`config.mk`:
```
export PLATFORM = sky130hd
export DESIGN_NAME = idli_mem_seq_m
export DESIGN_NICKNAME = d
export VERILOG_FILES = /design/src/rtl/idli_mem_seq_m.sv
export SDC_FILE = /design/constraint.sdc
export NUM_CORES = 1
export LEC_CHECK = 0
export ABC_AREA = 1
export CAP_MARGIN = 25
export CORE_MARGIN = 3
export CORE_UTILIZATION = 48
export CTS_CLUSTER_SIZE = 25
export DETAILED_ROUTE_END_ITERATION = 12
export PLACE_DENSITY = 0.78
export SYNTH_ARGS = -nofsm -noshare
export SYNTH_HDL_FRONTEND = slang
export SYNTH_SLANG_ARGS = --single-unit
```
`constraint.sdc`:
```
create_clock -name i_ms_gck -period 1.45 [get_ports i_ms_gck]
set_input_delay 0.435 -clock i_ms_gck [delete_from_list [all_inputs] [get_ports i_ms_gck]]
set_output_delay 0.435 -clock i_ms_gck [all_outputs]
set_load 0.005 [all_outputs]
```
`src/rtl/idli_mem_seq_m.sv`:
```
// idli_mem_seq_m: expands LD/ST/LDM/STM into an address period plus one data period per register.
module idli_mem_seq_m (
  input  logic       i_ms_gck,
  input  logic       i_ms_rst,
  input  logic [1:0] i_ms_ctr,
  input  logic       i_ms_start,
  input  logic [3:0] i_ms_first,
  input  logic [3:0] i_ms_last,
  input  logic       i_ms_op,
  input  logic       i_ms_hold,
  output logic       o_ms_busy,
  output logic       o_ms_stall,
  output logic       o_ms_addr,
  output logic [3:0] o_ms_reg,
  output logic       o_ms_ld_en,
  output logic       o_ms_st_en,
  output logic       o_ms_done
);
  typedef enum logic [1:0] {IDLE, ADDR, XFER, BUBBLE} state_t;
  state_t     state_q, state_d;
  logic [3:0] idx_q, idx_d;
  logic [4:0] cnt_q, cnt_d;
  logic       op_q, op_d;
  logic       done_q, done_d;
  logic       bnd, fin, xfer;
  assign bnd  = i_ms_ctr == 2'd3;
  assign fin  = cnt_q == 5'd1;
  assign xfer = state_q == XFER;
  always_comb begin
    state_d = state_q;
    idx_d   = idx_q;
    cnt_d   = cnt_q;
    op_d    = op_q;
    done_d  = 1'b0;
    if (bnd) begin
      case (state_q)
        IDLE: if (i_ms_start) begin
          state_d = ADDR;
          idx_d   = i_ms_first;
          cnt_d   = {1'b0, i_ms_last - i_ms_first} + 5'd1;
          op_d    = i_ms_op;
        end
        ADDR: state_d = i_ms_hold ? BUBBLE : XFER;
        XFER: if (fin) begin
          state_d = IDLE;
          cnt_d   = 5'd0;
          done_d  = 1'b1;
        end else begin
          // index advances when leaving XFER, so a following bubble already shows the next register
          state_d = i_ms_hold ? BUBBLE : XFER;
          idx_d   = idx_q + 4'd1;
          cnt_d   = cnt_q - 5'd1;
        end
        default: state_d = i_ms_hold ? BUBBLE : XFER;
      endcase
    end
  end
  always_ff @(posedge i_ms_gck or posedge i_ms_rst) begin
    if (i_ms_rst) begin
      state_q <= IDLE;
      idx_q   <= 4'd0;
      cnt_q   <= 5'd0;
      op_q    <= 1'b0;
      done_q  <= 1'b0;
    end else begin
      state_q <= state_d;
      idx_q   <= idx_d;
      cnt_q   <= cnt_d;
      op_q    <= op_d;
      done_q  <= done_d;
    end
  end
  assign o_ms_busy  = state_q != IDLE;
  assign o_ms_stall = o_ms_busy & ~(xfer & fin);
  assign o_ms_addr  = state_q == ADDR;
  assign o_ms_reg   = (xfer | state_q == BUBBLE) ? idx_q : 4'd0;
  assign o_ms_ld_en = xfer & ~op_q;
  assign o_ms_st_en = xfer & op_q;
  assign o_ms_done  = done_q;
endmodule
```
==> flow_metrics.py, run 1 <==
metrics = {
    "run_status": {
        "status": "did not finish",
        "stop_stage": "global routing (5_1_grt)",
        "first-error": "[ERROR DPL-0038] Utilization greater than 100%, impossible to legalize",
    },
    "die": {
        "fp.dieH_um": 51.78,
        "num_io_pins": 25,
        "dieWidth_um": 51.78,
        "row_count": 15,
        "start_util_pct": 54.14,
    },
    "placed_design": {
        "io_buffers": 24,
        "place_congestion": 0.8486,
        "hpwlAfterDp_um": 2205,
    },
    "logic_synthesis": {
        "ys_seq_area_share_pct": 32.34,
        "ys_ff_latch": 13,
        "synth.largest_area_cell": "dfrtp_1",
        "synth_ff_type": "dfrtp_1",
        "ys_types": 24,
        "syn_area_sq_um": 1006,
        "yosysWarnings": 0,
        "syn-num-nets": 166,
        "ys_top_cells_by_area": "dfrtp_1 (32%), nand2_1 (14%), ha_1 (8.7%)",
        "yosysMostFrequentCell": "nand2_1",
        "async_reset_ff_share_pct": 100.0,
        "synth_commonest_cells": "nand2_1 (38), inv_1 (23), dfrtp_1 (13), nand3_1 (13), nor2_1 (12)",
        "synth-edff-count": 0,
        "syn_inst": 143,
        "synth_top_area_share_pct": 32.34,
        "avgSynthCellArea_sq_um": 7.035,
    },
    "cts": {
        "cts_hold_buffers": 0,
        "cts_buffers": 3,
        "clock_sinks": 13,
        "cts_root_buffer": "clkbuf_4",
        "htreeDepth": 1,
        "clk_path_buf_depth": 2,
    },
    "sta": {
        "worstEpCategory": "register data pin",
        "grt-worst-endpoint": "cnt_q[2]$_DFFE_PP0P_/D",
    },
    "grt": {
        "grt_max_degree": 14,
    },
}
[cell families after synthesis]
logic type / count (synthesis) / share of synthesized area, %
buf+inv: 28 / 11.69
fa+ha+maj: 8 / 10.70
xor+xnor: 3 / 2.612
flops: 13 / 32.34
simple gates: 73 / 32.84
compound gates: 18 / 9.825
[stage by stage]
step / hold slack (ns) / cells / setup WS, ns / cell area (sq um)
floorplan: 0.3120 / 143 / -0.2543 / 1045
global placement: 0.5175 / 220 / -0.9264 / 1523
detailed placement: 0.5329 / 220 / -0.9746 / 1523
CTS: 0.4755 / 234 / -0.2592 / 1689
[repair_timing]
item / 4_1_cts
pin swaps: 11
resized for setup: 72
setup endpoints to repair: 19
buffers inserted: 10
gates cloned: 1
==> run 2: changes to the inputs <==
--- a/config.mk
+++ b/config.mk
@@ -7,11 +7,10 @@
 export LEC_CHECK = 0
 export ABC_AREA = 1
 export CAP_MARGIN = 25
-export CORE_MARGIN = 3
-export CORE_UTILIZATION = 48
-export CTS_CLUSTER_SIZE = 25
+export CORE_AREA = 3 3 64 66
 export DETAILED_ROUTE_END_ITERATION = 12
-export PLACE_DENSITY = 0.78
+export DIE_AREA = 0 0 67 69
+export PLACE_DENSITY_LB_ADDON = 0.15
 export SYNTH_ARGS = -nofsm -noshare
 export SYNTH_HDL_FRONTEND = slang
 export SYNTH_SLANG_ARGS = --single-unit
==> flow_metrics.py, run 2 <==
metrics = {
    "logic_synthesis": {
        "synth_commonest_cells": "nand2_1 (38), inv_1 (23), dfrtp_1 (13), nand3_1 (13), nor2_1 (12)",
        "ys_ff_latch": 13,
        "synth_top_area_share_pct": 32.34,
        "yosysWarnings": 0,
        "async_reset_ff_share_pct": 100.0,
        "avgSynthCellArea_sq_um": 7.035,
        "syn_area_sq_um": 1006,
        "synth.largest_area_cell": "dfrtp_1",
        "synth_ff_type": "dfrtp_1",
        "yosysMostFrequentCell": "nand2_1",
        "ys_types": 24,
        "syn-num-nets": 166,
        "synth-edff-count": 0,
        "ys_seq_area_share_pct": 32.34,
        "ys_top_cells_by_area": "dfrtp_1 (32%), nand2_1 (14%), ha_1 (8.7%)",
        "syn_inst": 143,
    },
    "worst_setup_path": {
        "crit_end": "cnt_q[2]",
        "critPathLaunch": "i_ms_last[0]",
        "cp_max_fo": 2,
        "end_kind": "flop",
        "required_ns": 1.58,
        "path_class": "input pin to flop",
        "r2r_setup_slack_ns": 0.03,
        "arrival_ns": 1.82,
        "rr_endpoint": "idx_q[2]",
        "start_kind": "input pin",
        "r2r_start": "state_q[1]",
        "r2r_cells": 12,
    },
    "cts": {
        "cts_tree": "done",
        "cts_hold_buffers": 0,
        "htreeDepth": 1,
        "clock_sinks": 13,
        "clk_pin_slew_ns": 0.06,
        "cts_buffers": 3,
        "clock_latency_ns": 0.24,
        "clk_path_buf_depth": 2,
        "cts_root_buffer": "clkbuf_8",
    },
    "sta": {
        "worstMarginPinSlew_ns": 0.1932,
        "rsz0062_at_grt": "yes",
        "worst_hold_slack_ns": 0.4954,
        "post-route-min-period_ns": 1.694,
        "final.period_utilization_pct": 116.9,
        "setup_viol": 12,
        "slew_headroom_pct": 87.12,
        "fmax_mhz": 590.2,
        "setup_ws_ns": -0.2444,
        "slew_violations": 0,
        "hold_viol_final": 0,
        "skew_ns": 0.004240,
    },
    "grt": {
        "grt_pass1_vias": 1144,
        "grt_usage_pct": 12.76,
        "grt_pass1_wl_um": 4754,
        "antenna_found_initial": 0,
        "grt_max_degree": 14,
        "gr-total-overflow": 0,
    },
    "die": {
        "die_area_sq_um": 4623,
        "dieWidth_um": 67,
        "num_io_pins": 25,
        "coreArea_sq_um": 3633,
        "fp.dieH_um": 69,
        "row_count": 22,
        "start_util_pct": 27.69,
    },
    "drt": {
        "vias_per_cell": 4.381,
        "first_pass_iters": 4,
        "drc": 0,
        "wl_per_cell_um": 10.94,
        "finalWirelength_um": 2898,
        "vias": 1161,
        "ant_nets": 0,
        "drtIter0Drc": 29,
    },
    "placed_design": {
        "place_congestion": 0.8209,
        "io_buffers": 24,
        "hpwlAfterDp_um": 2122,
        "placed_cells": 243,
        "dpl_worst_slack_ns": -0.9632,
    },
    "pwr": {
        "ir_worst_vdd_v": 0.0008100,
        "p_per_area_nw_per_um2": 1644,
        "power_leakage_nw": 0.9984,
    },
    "final_layout": {
        "largest_registers": "cnt_q: 5 flops, idx_q: 4 flops, state_q: 2 flops",
        "mostFrequentLayoutCells": "buf_4 (36), nand2_1 (30), buf_6 (15), inv_1 (14), dfrtp_1 (13)",
        "diodes": 0,
        "layout-drive-gt1-share_pct": 48.85,
        "area_delta_synth_final_pct": 90.42,
        "layout_commonest_cell": "buf_4",
        "largest_reg_flops": 5,
        "top_register": "cnt_q",
        "instances_no_fill": 265,
        "nNetsFinal": 241,
    },
    "flow_run": {
        "maxCapViolCount": 0,
    },
    "run_status": {
        "violations": "negative setup slack",
        "status": "finished with violations",
    },
    "hold_path": {
        "hold_path_class": "input pin to async pin",
    },
}
-- run 2: cell counts after synthesis --
Identical to the previous run, type by type.
-- run 2: how the worst min path moves through the flow --
stage	start	endpoint	slack [ns]	cells after the start
after global placement	op_q	op_q	0.53	2
after detailed placement	op_q	op_q	0.54	2
final	i_ms_rst	cnt_q[4]	0.50	3
after floorplan	i_ms_rst	cnt_q[0]	0.31	1
after CTS	i_ms_rst	cnt_q[4]	0.51	3
after global routing	i_ms_rst	cnt_q[4]	0.52	3
-- run 2: metal layers --
layer	share of wire [%]	wire length, um	track usage [%]	vias up
met5	0	0	0	-
met4	0.35	10	0.6757	0
met3	3.5	100	3.420	2
met2	55	1582	22.49	12
met1	42	1205	16.00	548
li1	-	-	-	599
-- run 2: critical path, cell delays in order --
cell and delay (ns):
buf_8 0.09, inv_12 0.03, ha_4 0.15, inv_4 0.05, fa_2 0.46, ha_4 0.20, buf_6 0.11, a21oi_4 0.11
o22ai_2 0.08, nand2_1 0.05, o21ai_1 0.05
-- run 2: through the flow --
stage / setup TNS, ns / power [mW] / area (sq um) / util [%]
floorplan: -0.8608 / 1.435 / 1045 / -
global placement: -6.445 / 2.200 / 1551 / 42.70
detailed placement: -6.841 / 2.224 / 1551 / 42.70
CTS: -1.801 / 3.056 / 1814 / 49.93
global route: -2.233 / 3.409 / 1916 / 52.72
finish: -1.389 / 3.150 / 1916 / 52.72
-- run 2: timing repair --
item	4_1_cts	5_1_grt
cloned	0	1
setup buffers	14	4
resized for setup	92	19
setup endpoints to repair	15	17
pin swaps	16	14
-- run 2: report_power, final --
part	total, mW	internal (mW)	switching [mW]
clock network	0.325	0.194	0.131
logic	2.18	1.19	0.989
registers	0.644	0.524	0.120
total	3.15	1.91	1.24
-- run 2: layout make-up --
| type | count | area (sq um) |
|---|---|---|
| Inverter | 27 | 126.4 |
| Timing Repair inverter | 1 | 5.005 |
| Timing Repair Buffer | 70 | 613.1 |
| Tap cell | 48 | 60.06 |
| Multi-Input combinational cell | 102 | 740.7 |
| Sequential cell | 13 | 325.3 |
| Clock buffer | 4 | 45.04 |
| Fill cell | 353 | 1718 |
-- run 2: logic make-up (layout without fill, tap and decap cells) --
group / after synthesis / in the layout / synth area share [%]
fa+ha+maj: 8 / 8 / 10.70
compound gates: 18 / 18 / 9.825
buf+inv: 28 / 102 / 11.69
flops: 13 / 13 / 32.34
xor+xnor: 3 / 3 / 2.612
simple gates: 73 / 73 / 32.84
Note: power is estimated with default switching activity, not from simulation.
==> run 3: changes to the inputs <==
--- a/config.mk
+++ b/config.mk
@@ -8,6 +8,7 @@
 export ABC_AREA = 1
 export CAP_MARGIN = 25
 export CORE_AREA = 3 3 64 66
+export CTS_CLUSTER_SIZE = 25
 export DETAILED_ROUTE_END_ITERATION = 12
 export DIE_AREA = 0 0 67 69
 export PLACE_DENSITY_LB_ADDON = 0.15
==> results of run 3 <==
Final layout, timing and power as in run 2 (identical DEF).
